### src/rtl/pkg_tpu.sv
// pkg_tpu: shared TPU lane types plus aux-register move decode constants.
package pkg_tpu;

   localparam int DATA_W    = 32;
   localparam int ID_W      = 4;
   localparam int AUX_IDX_W = 5;

   typedef logic [DATA_W-1:0] data_t;
   typedef logic [ID_W-1:0]   id_t;

   localparam logic [1:0] AUX_OPTYPE_MOVE  = 2'b00;
   localparam logic [1:0] AUX_OPCLASS_MOVE = 2'b11;
   localparam logic [1:0] AUX_OPCODE_RD    = 2'b10;
   localparam logic [1:0] AUX_OPCODE_WT    = 2'b11;

   localparam int AUX_CONST_BASE = 4;
   localparam int AUX_SCALAR_IDX = 8;

   typedef struct packed {
      logic [1:0] OpType;
      logic [1:0] OpClass;
      logic [1:0] OpCode;
   } aux_op_t;

   typedef struct packed {
      logic                 v;
      logic [AUX_IDX_W-1:0] idx;
   } aux_src_t;

   typedef struct packed {
      aux_op_t  op;
      aux_src_t src1;
   } pipe_index_t;

   typedef struct packed {
      data_t data;
      id_t   tid;
   } mbox_entry_t;

   function automatic logic is_move(input aux_op_t op, input logic [1:0] code);
      return op.OpType == AUX_OPTYPE_MOVE && op.OpClass == AUX_OPCLASS_MOVE && op.OpCode == code;
   endfunction

endpackage

### src/rtl/aux_sfifo.sv
// aux_sfifo: generic synchronous FIFO; push while full is accepted only when a pop frees a slot
// in the same cycle, and the head reads as zero when empty.
module aux_sfifo #(
   parameter int  DEPTH = 4,
   parameter type T     = logic [7:0]
) (
   input  logic                       clock,
   input  logic                       reset,
   input  logic                       push_i,
   input  logic                       pop_i,
   input  T                           data_i,
   output T                           data_o,
   output logic                       full_o,
   output logic                       empty_o,
   output logic [$clog2(DEPTH+1)-1:0] count_o
);

   localparam int PW = $clog2(DEPTH);
   localparam int CW = $clog2(DEPTH+1);

   T                mem_q [DEPTH];
   logic [PW-1:0]   wr_q, wr_d, rd_q, rd_d;
   logic [CW-1:0]   cnt_q, cnt_d;
   logic            push_ok, pop_ok;

   assign full_o  = cnt_q == CW'(DEPTH);
   assign empty_o = cnt_q == '0;
   assign count_o = cnt_q;
   assign data_o  = empty_o ? '0 : mem_q[rd_q];
   assign pop_ok  = pop_i & ~empty_o;
   assign push_ok = push_i & (~full_o | pop_ok);

   always_comb begin
      wr_d  = push_ok ? wr_q + PW'(1) : wr_q;
      rd_d  = pop_ok ? rd_q + PW'(1) : rd_q;
      cnt_d = cnt_q + CW'(push_ok) - CW'(pop_ok);
   end

   always_ff @(posedge clock) begin
      if (reset) begin
         wr_q  <= '0;
         rd_q  <= '0;
         cnt_q <= '0;
      end else begin
         wr_q  <= wr_d;
         rd_q  <= rd_d;
         cnt_q <= cnt_d;
      end
   end

   // Storage needs no reset: the head is masked while empty.
   always_ff @(posedge clock)
      if (push_ok) mem_q[wr_q] <= data_i;

endmodule

### src/rtl/aux_regs_mbox.sv
// aux_regs_mbox: per-lane aux registers (pipe-reg selects, constant file, scalar mailbox).
// Define AUX_MBOX_BYPASS_EN to forward a same-cycle scalar push to a read of the empty inbound FIFO.
module aux_regs_mbox
   import pkg_tpu::*;
#(
   parameter int LANE_ID    = 0,
   parameter int NUM_PIPE   = 2,
   parameter int NUM_CONST  = 4,
   parameter int CONST_BASE = AUX_CONST_BASE,
   parameter int SCALAR_IDX = AUX_SCALAR_IDX,
   parameter int MBOX_DEPTH = 4
) (
   input  logic                clock,
   input  logic                reset,
   input  logic                I_Stall,
   input  id_t                 I_ThreadID,
   input  logic                I_Re,
   input  logic                I_We,
   input  pipe_index_t         I_Src_Command,
   input  data_t               I_Data,
   output logic [NUM_PIPE-1:0] O_Re_p,
   output logic                O_Re_c,
   output data_t               O_Data,
   output logic                O_Stall,
   input  logic                I_SWe,
   output logic                O_SRdy,
   input  data_t               I_Scalar_Data,
   output logic                O_Scl_Valid,
   input  logic                I_Scl_Ready,
   output data_t               O_Scalar_Data,
   output id_t                 O_Scl_TID,
   output logic [7:0]          O_Scl_LaneID
);

   localparam int CNT_W  = $clog2(MBOX_DEPTH+1);
   localparam int CSEL_W = NUM_CONST > 1 ? $clog2(NUM_CONST) : 1;

   logic [AUX_IDX_W-1:0] idx, const_off;
   logic [CSEL_W-1:0]    const_sel;
   logic                 mv_rd, mv_wt, hit_const, hit_mbox, rd_mbox, wt_mbox, const_we;
   logic                 byp;
   data_t                const_q [NUM_CONST];
   data_t                const_d [NUM_CONST];

   logic                 out_push, out_pop, out_full, out_empty;
   logic                 in_push, in_pop, in_full, in_empty;
   logic [CNT_W-1:0]     out_cnt, in_cnt;
   mbox_entry_t          out_din, out_head;
   data_t                in_head;
   logic                 unused_cnt;

   assign idx       = I_Src_Command.src1.idx;
   assign mv_rd     = I_Re & is_move(I_Src_Command.op, AUX_OPCODE_RD);
   assign mv_wt     = I_We & is_move(I_Src_Command.op, AUX_OPCODE_WT);
   assign hit_const = idx >= AUX_IDX_W'(CONST_BASE) && idx < AUX_IDX_W'(CONST_BASE + NUM_CONST);
   assign hit_mbox  = idx == AUX_IDX_W'(SCALAR_IDX);
   assign rd_mbox   = mv_rd & hit_mbox;
   assign wt_mbox   = mv_wt & hit_mbox;
   assign const_off = idx - AUX_IDX_W'(CONST_BASE);
   assign const_sel = const_off[CSEL_W-1:0];
   assign const_we  = mv_wt & hit_const & ~I_Stall;

   for (genvar k = 0; k < NUM_PIPE; k++) begin : g_re_p
      assign O_Re_p[k] = mv_rd & I_Src_Command.src1.v & (idx == AUX_IDX_W'(k));
   end

   always_comb begin
      const_d = const_q;
      if (const_we) const_d[const_sel] = I_Data;
   end

   always_ff @(posedge clock) begin
      if (reset) begin
         for (int k = 0; k < NUM_CONST; k++) const_q[k] <= '0;
      end else begin
         const_q <= const_d;
      end
   end

`ifdef AUX_MBOX_BYPASS_EN
   assign byp = rd_mbox & in_empty & I_SWe;
`else
   assign byp = 1'b0;
`endif

   assign out_pop  = O_Scl_Valid & I_Scl_Ready;
   assign out_push = wt_mbox & ~I_Stall;
   assign out_din  = '{data: I_Data, tid: I_ThreadID};

   // A lane pop frees a slot, so a full inbound FIFO may still accept that cycle.
   assign in_pop   = rd_mbox & ~in_empty & ~I_Stall;
   assign O_SRdy   = ~in_full | in_pop;
   assign in_push  = I_SWe & O_SRdy & ~byp;

   aux_sfifo #(.DEPTH(MBOX_DEPTH), .T(mbox_entry_t)) u_out_fifo (
      .clock   (clock),
      .reset   (reset),
      .push_i  (out_push),
      .pop_i   (out_pop),
      .data_i  (out_din),
      .data_o  (out_head),
      .full_o  (out_full),
      .empty_o (out_empty),
      .count_o (out_cnt)
   );

   aux_sfifo #(.DEPTH(MBOX_DEPTH), .T(data_t)) u_in_fifo (
      .clock   (clock),
      .reset   (reset),
      .push_i  (in_push),
      .pop_i   (in_pop),
      .data_i  (I_Scalar_Data),
      .data_o  (in_head),
      .full_o  (in_full),
      .empty_o (in_empty),
      .count_o (in_cnt)
   );

   assign unused_cnt    = ^{out_cnt, in_cnt};
   assign O_Re_c        = mv_rd & hit_const;
   assign O_Data        = O_Re_c ? const_q[const_sel] : rd_mbox ? (byp ? I_Scalar_Data : in_head) : '0;
   assign O_Stall       = (wt_mbox & out_full & ~out_pop) | (rd_mbox & in_empty & ~byp);
   assign O_Scl_Valid   = ~out_empty;
   assign O_Scalar_Data = out_head.data;
   assign O_Scl_TID     = out_head.tid;
   assign O_Scl_LaneID  = 8'(LANE_ID);

endmodule

### config.mk
export PLATFORM = sky130hd
export DESIGN_NAME = aux_regs_mbox
export DESIGN_NICKNAME = d
export VERILOG_FILES = /design/src/rtl/pkg_tpu.sv /design/src/rtl/aux_sfifo.sv /design/src/rtl/aux_regs_mbox.sv
export SDC_FILE = /design/constraint.sdc
export NUM_CORES = 1
export LEC_CHECK = 0
export BUFFER_PORTS_ARGS = -buffer_cell sky130_fd_sc_hd__buf_2
export CORE_MARGIN = 5
export CORE_UTILIZATION = 60
export CTS_CLUSTER_DIAMETER = 50
export CTS_CLUSTER_SIZE = 40
export DETAILED_ROUTE_END_ITERATION = 6
export GPL_TIMING_DRIVEN = 0
export HOLD_SLACK_MARGIN = 0.12
export PLACE_DENSITY = 0.88
export SLEW_MARGIN = 20
export SYNTH_ARGS = -nofsm -noshare
export SYNTH_HDL_FRONTEND = slang
export SYNTH_SLANG_ARGS = --single-unit
### constraint.sdc
create_clock -name clock -period 9.05 [get_ports clock]
set_input_delay 1.3575 -clock clock [delete_from_list [all_inputs] [get_ports clock]]
set_output_delay 1.3575 -clock clock [all_outputs]
set_load 0.02 [all_outputs]
### Yosys cells after proc, flatten, opt, wreduce, memory -nomap -nowiden

Memories as Yosys holds them, arrays and structs flattened. A register that Yosys moved wholly into a read port is not among the register bits.
Cells that the tools add are included.

* register bits after elaboration: 142
* RAM bits: 272
* input port bits: 87
* word-level logic and storage cells: 92
* memories: 2

* add/subtract/negate cells: 9
* magnitude comparators: 4
* equality and inequality tests: 7
* multiplexer cells: 18
* bitwise logic cells: 33
* reductions and logical operators: 9

Memory list
* u_out_fifo.mem_q: depth 4, bits a word 36, rd ports 1, clocked after Yosys merged registers in 1, wr ports 1, line aux_sfifo.sv:21 `T mem_q [DEPTH];`
* u_in_fifo.mem_q: depth 4, bits a word 32, rd ports 1, clocked after Yosys merged registers in 1, wr ports 1, line aux_sfifo.sv:21

Operators by type and width (number)
* two-way mux 32 bit: 6
* bitwise mux 128 bit: 1
* binary-select mux 32 bit (select 2 bit): 1
* demux 32 bit (select 2 bit): 1
* two-way mux 36 bit: 1
* AND 1 bit: 22
* adder 2 x 1 -> 2 bit (second input constant): 4
* two-way mux 2 bit: 4
* adder 3 x 1 -> 3 bit: 2
* == test 2 bit (second input constant): 3
* == test 3 bit (second input constant): 2
* logical NOT 3 bit: 2
* NOT 1 bit: 6
* subtractor 3 x 1 -> 3 bit: 2
* == test 5 x 1 -> 1 bit (second input constant): 1
* == test 5 x 4 -> 1 bit (second input constant): 1
* greater-or-equal comparator 5 x 3 -> 1 bit (second input constant): 1
* logical AND 1 bit: 5
* logical NOT 5 bit: 1
* < comparator 5 x 4 -> 1 bit (second input constant): 1
* two-way mux 1 bit: 4
* bitwise OR 1 bit: 4
* greater-or-equal comparator 3 bit (second input constant): 1
* < comparator 3 x 1 -> 1 bit (second input constant): 1
* other kinds (3): 3

### Depth between registers and ports, before layout

* depth after elaboration: 12
* mapped depth: 9
* gate-level depth less buffers: 9

### By module

Synthesis repeated with hierarchy kept, for this count alone.

* cell total of the unflattened synthesis: 1180
* area total of the unflattened synthesis: 18232.5 sq um

Modules (own cells, without submodules)
* aux_regs_mbox: times used 1, cells an instance 650, area each 6840.3 sq um, seq. area each 2562.5 sq um
* aux_sfifo at u_out_fifo: times used 1, cells an instance 278, area each 5929.4 sq um, seq. area each 4504.3 sq um
* aux_sfifo at u_in_fifo: times used 1, cells an instance 252, area each 5462.7 sq um, seq. area each 4023.9 sq um

### Worst setup path after synthesis

OpenSTA, ideal clock, no wires.

* path kind: input port to output port
* start point: input I_Src_Command[2] in the netlist's numbering
* end point: output O_SRdy
* data arrival time: 3.255 ns
* slack: 4.437 ns
* stages: 6
* path buffers: 2
* cells stage by stage: or4b_4 -> or4_4 -> or2_1 -> buf_6 -> buf_6 -> o21ai_1

* word-level cells in the longest chain between the ends: 5

Ends and longest elaborated chain
* start: declaration: line aux_regs_mbox.sv:19 `input pipe_index_t I_Src_Command,`
* == test 5 x 4 -> 1 bit: line aux_regs_mbox.sv:56 `assign hit_mbox = idx == AUX_IDX_W'(SCALAR_IDX);`
* AND 1 bit: line aux_regs_mbox.sv:57 `assign rd_mbox = mv_rd & hit_mbox;`
* AND 1 bit (2 in series): line aux_regs_mbox.sv:91 `assign in_pop = rd_mbox & ~in_empty & ~I_Stall;`
* bitwise OR 1 bit: line aux_regs_mbox.sv:92 `assign O_SRdy = ~in_full | in_pop;`
* end: declaration: line aux_regs_mbox.sv:26 `output logic O_SRdy,`

Every way passes these cells.

### Final worst setup path

* start point: input I_Src_Command[0] in the netlist's numbering
* end point: output O_Data[28]

* word-level cells in the longest chain between the ends: 6
* elaborated cells between the ends (all ways): 13
* classes of those cells: add/sub: 1; order compare: 2; eq/ne: 1; mux: 5; bitwise: 3; reduce/logical: 1

Ends and longest elaborated chain
* subtractor 2 x 1 -> 2 bit: line aux_regs_mbox.sv:59 `assign const_off = idx - AUX_IDX_W'(CONST_BASE);`
* NOT 2 -> 3 bit (not written as such): line aux_regs_mbox.sv:121 `assign O_Data = O_Re_c ? const_q[const_sel] : rd_mbox ? (byp ? I_Scalar_Data : in_head) : '0;`
* binary-select mux 32 bit (select 2 bit): line aux_regs_mbox.sv:121
* two-way mux 32 bit (not written as such) (2 in series): line aux_regs_mbox.sv:121
* two-way mux 32 bit *: line aux_regs_mbox.sv:121
* end: declaration: line aux_regs_mbox.sv:23 `output data_t O_Data,`

Every way passes the cells marked *; elsewhere a longest branch is shown, timed or not. The select of a mux whose other input is x is not followed.

==> impl_metrics.tcl <==
set metrics [dict create \
    cp_top_family "buffers and inverters" \
    dpl-instance-area_um2 19400 \
    fmax_ghz 0.197 \
    cts_buffers 37 \
    vias 11214 \
    synth_cell_type_count 49 \
    path_max_fanout 10 \
    num_io_pins 169 \
    hp-class "flip-flop to flip-flop" \
    fin_worst_skew_ns 0.0164 \
    grt_pass1_vias 11649 \
    fin_util_pct 69.8 \
    overflow 0 \
    ctsResizeCount 0 \
    die_x_um 182 \
    synthFlopType "edfxtp_1" \
    postCtsHoldBufs 0 \
    timing.final.hold_violations 0 \
    p_leak_nw 7.17 \
    ys_async_sr_fraction_pct 0 \
    crit_buf_inv 6 \
    layout-drive-gt1-share_pct 27.6 \
    whs_ns 0.479 \
    crit_cells 8 \
    synth_warnings 0 \
    synth-seq-cells 418 \
    die_area_um2 33300 \
    drc 0 \
    tns_ns 0 \
    drv_slew 0 \
    max_cap_viol_count 0 \
    final_cell_mix "edfxtp_1 (272), buf_2 (175), dfxtp_1 (146)" \
    path_clk_slew_ns 0.07 \
    slew_headroom_pct 33.0 \
    post_cts_buffers 0 \
    rr_worst_depth 9 \
    core_area_um2 29500 \
    clock_sinks 418 \
    ant_nets 0 \
    timing.critical_path.to_type "output pin" \
    htreeDepth 2 \
    dp_hpwl_mm 29.1 \
    crit_path_end "O_Data[28]" \
    slowest_stage "buf_1" \
    rows 63 \
    period_share_pct 56.0 \
    track_usage_pct 25.1 \
    crit_type "input pin to output pin" \
    syn_inst 1222 \
    wl_met3_mm 3.57 \
    r2r-start "u_in_fifo.count_o[0]$_SDFF_PP0_" \
    cts_buffer_depth 3 \
    antenna_cells 0 \
    clock-root-buffer "clkbuf_16" \
    setup_viol 0 \
    critPathLaunchType "input pin" \
    syn_area_per_cell_um2 14.6 \
    routed_wl_mm 41.7 \
    crit_start "I_Src_Command[0]" \
    cts_tree "done" \
    powerDensity_nw_per_um2 218 \
    stdcell_area_um2 20600 \
    crit_top_cell "buf_2" \
    crit_arrival_ns 3.71 \
    synth_area_um2 17800 \
    synth_edf_count 272 \
    io_buffers 159 \
    clk_latency_ns 0.53 \
    rsz0062_at_grt "no" \
    nets 1535 \
    grt_pass1_wl_mm 65.3 \
    antenna_found_initial 1 \
    viasPerCell 6.06 \
    ir_drop_mv 0.217 \
    start_util_pct 60.5 \
    status "complete, no violations" \
    final_common_cell "edfxtp_1" \
    syn_to_final_growth_pct 15.3 \
    die_h_um 182 \
    wl_per_cell_um 22.6 \
    critical-path-max-stage-delay_ns 0.54 \
    wl_met1_mm 16.2 \
    wl_met2_mm 21.0 \
    place_congestion 0.897 \
    firstDrtPassIters 6 \
    fin_crit_ns 5.07 \
    drt_iter0_drc 1330 \
    worstPathRequired_ns 7.69 \
    grt_max_degree 26 \
    worstPathCellList "buf_2, buf_1, clkbuf_1, buf_2, mux4_2, inv_1, o22ai_2, buf_2" \
    synth-seq-area-share_pct 62.1 \
    r2r_setup_slack_ns 6.11 \
    r2r-end "u_in_fifo.count_o[2]$_SDFF_PP0_" \
    tightestPinTransition_ns 0.996 \
    routed.top_layer "met5" \
]
cells in the mapped netlist, types with 2 or more instances:
cell        n  area share [%]
mux4_2    100              13
clkbuf_1   63             1.3
a21oi_1    68             1.9
and2_1     38             1.3
o22ai_2    29             2.0
dfxtp_1   146              16
nor3b_1     3            0.13
fa_1        2            0.22
ha_1       11            0.77
nor2_1     11            0.23
xor2_1      2           0.098
and3_1      5            0.18
o22ai_1     3            0.11
nor3_1      4            0.11
edfxtp_1  272              46
inv_1      76             1.6
nor2b_1    10            0.35
buf_1      11            0.23
buf_4       8            0.34
mux2i_1    65             3.6
mux2_2      3            0.19
nand2b_1  103             3.6
nor4b_1     3            0.15
nand2_1     3           0.063
xnor2_1     5            0.25
nand4_1    33             1.2
buf_2      16            0.45
buf_6       4            0.25
o21ai_0    66             1.9
or3_1       4            0.14
nand4b_1   33             1.6
nand3_1     5            0.14
sequential cells by signal (all words and copies together), names as in the netlist, named ones only:
signal	cells
u_out_fifo.mem_q	144
const_q	128
u_in_fifo.mem_q	128
u_in_fifo.count_o	3
u_out_fifo.count_o	3
u_in_fifo.rd_q	2
u_in_fifo.wr_q	2
u_out_fifo.rd_q	2
u_out_fifo.wr_q	2
cell families after synthesis:
kind of cell	synth area share, %
flip-flops	62.1
AND/OR/NAND/NOR	9.79
buffers and inverters	4.19
AO/OA/AOI/OAI	6.06
multiplexers	16.5
adder cells (fa/ha/maj)	0.996
XOR/XNOR	0.344
other	0.0210
power by group:
group / internal, mW / total, mW / switching, mW
combinational: 0.331 / 0.801 / 0.470
clock: 0.810 / 1.56 / 0.755
sequential: 2.10 / 2.13 / 0.0244
total: 3.24 / 4.49 / 1.25
worst min path at each step:
stage	startpoint	end	slack (ns)	cells past startpoint
2_1_floorplan	const_q[79]$_SDFFE_PP0P_	const_q[79]$_SDFFE_PP0P_	0.45	2
3_3_place_gp	const_q[63]$_SDFFE_PP0P_	const_q[63]$_SDFFE_PP0P_	0.45	2
3_5_place_dp	const_q[108]$_SDFFE_PP0P_	const_q[108]$_SDFFE_PP0P_	0.46	2
4_1_cts	const_q[14]$_SDFFE_PP0P_	const_q[14]$_SDFFE_PP0P_	0.48	2
5_1_grt	const_q[72]$_SDFFE_PP0P_	const_q[72]$_SDFFE_PP0P_	0.50	2
6_report	const_q[72]$_SDFFE_PP0P_	const_q[72]$_SDFFE_PP0P_	0.48	2
final cells by class:
| type | count | area, um^2 |
|---|---|---|
| Timing Repair Buffer | 167 | 978 |
| Tap cell | 390 | 488 |
| Inverter | 76 | 285 |
| Clock buffer | 40 | 958 |
| Fill cell | 1930 | 8900 |
| Multi-Input combinational cell | 633 | 6070 |
| Buffer | 102 | 463 |
| Sequential cell | 418 | 11100 |
| Clock inverter | 25 | 251 |
through the flow:
step / power, mW / worst slack, ns / instances
finish: 4.49 / 3.98 / 1851
global route: 4.67 / 3.85 / 1851
CTS: 4.53 / 4.01 / 1851
detailed placement: 2.98 / 4.02 / 1786
global placement: 2.94 / 3.31 / 1778
floorplan: 2.71 / 4.44 / 1229
per-layer routing:
metal	vias up	global-route usage (%)
met5	-	0
met4	2	6.51
li1	5005	-
met1	5597	33.9
met2	534	43.0
met3	76	4.05
worst min-delay path, stage by stage, from the launching register on:
cell and delay (ns):
dfxtp_1 0.31, nand2b_1 0.06, mux2i_1 0.06
Power figures use the tool's default switching activity.
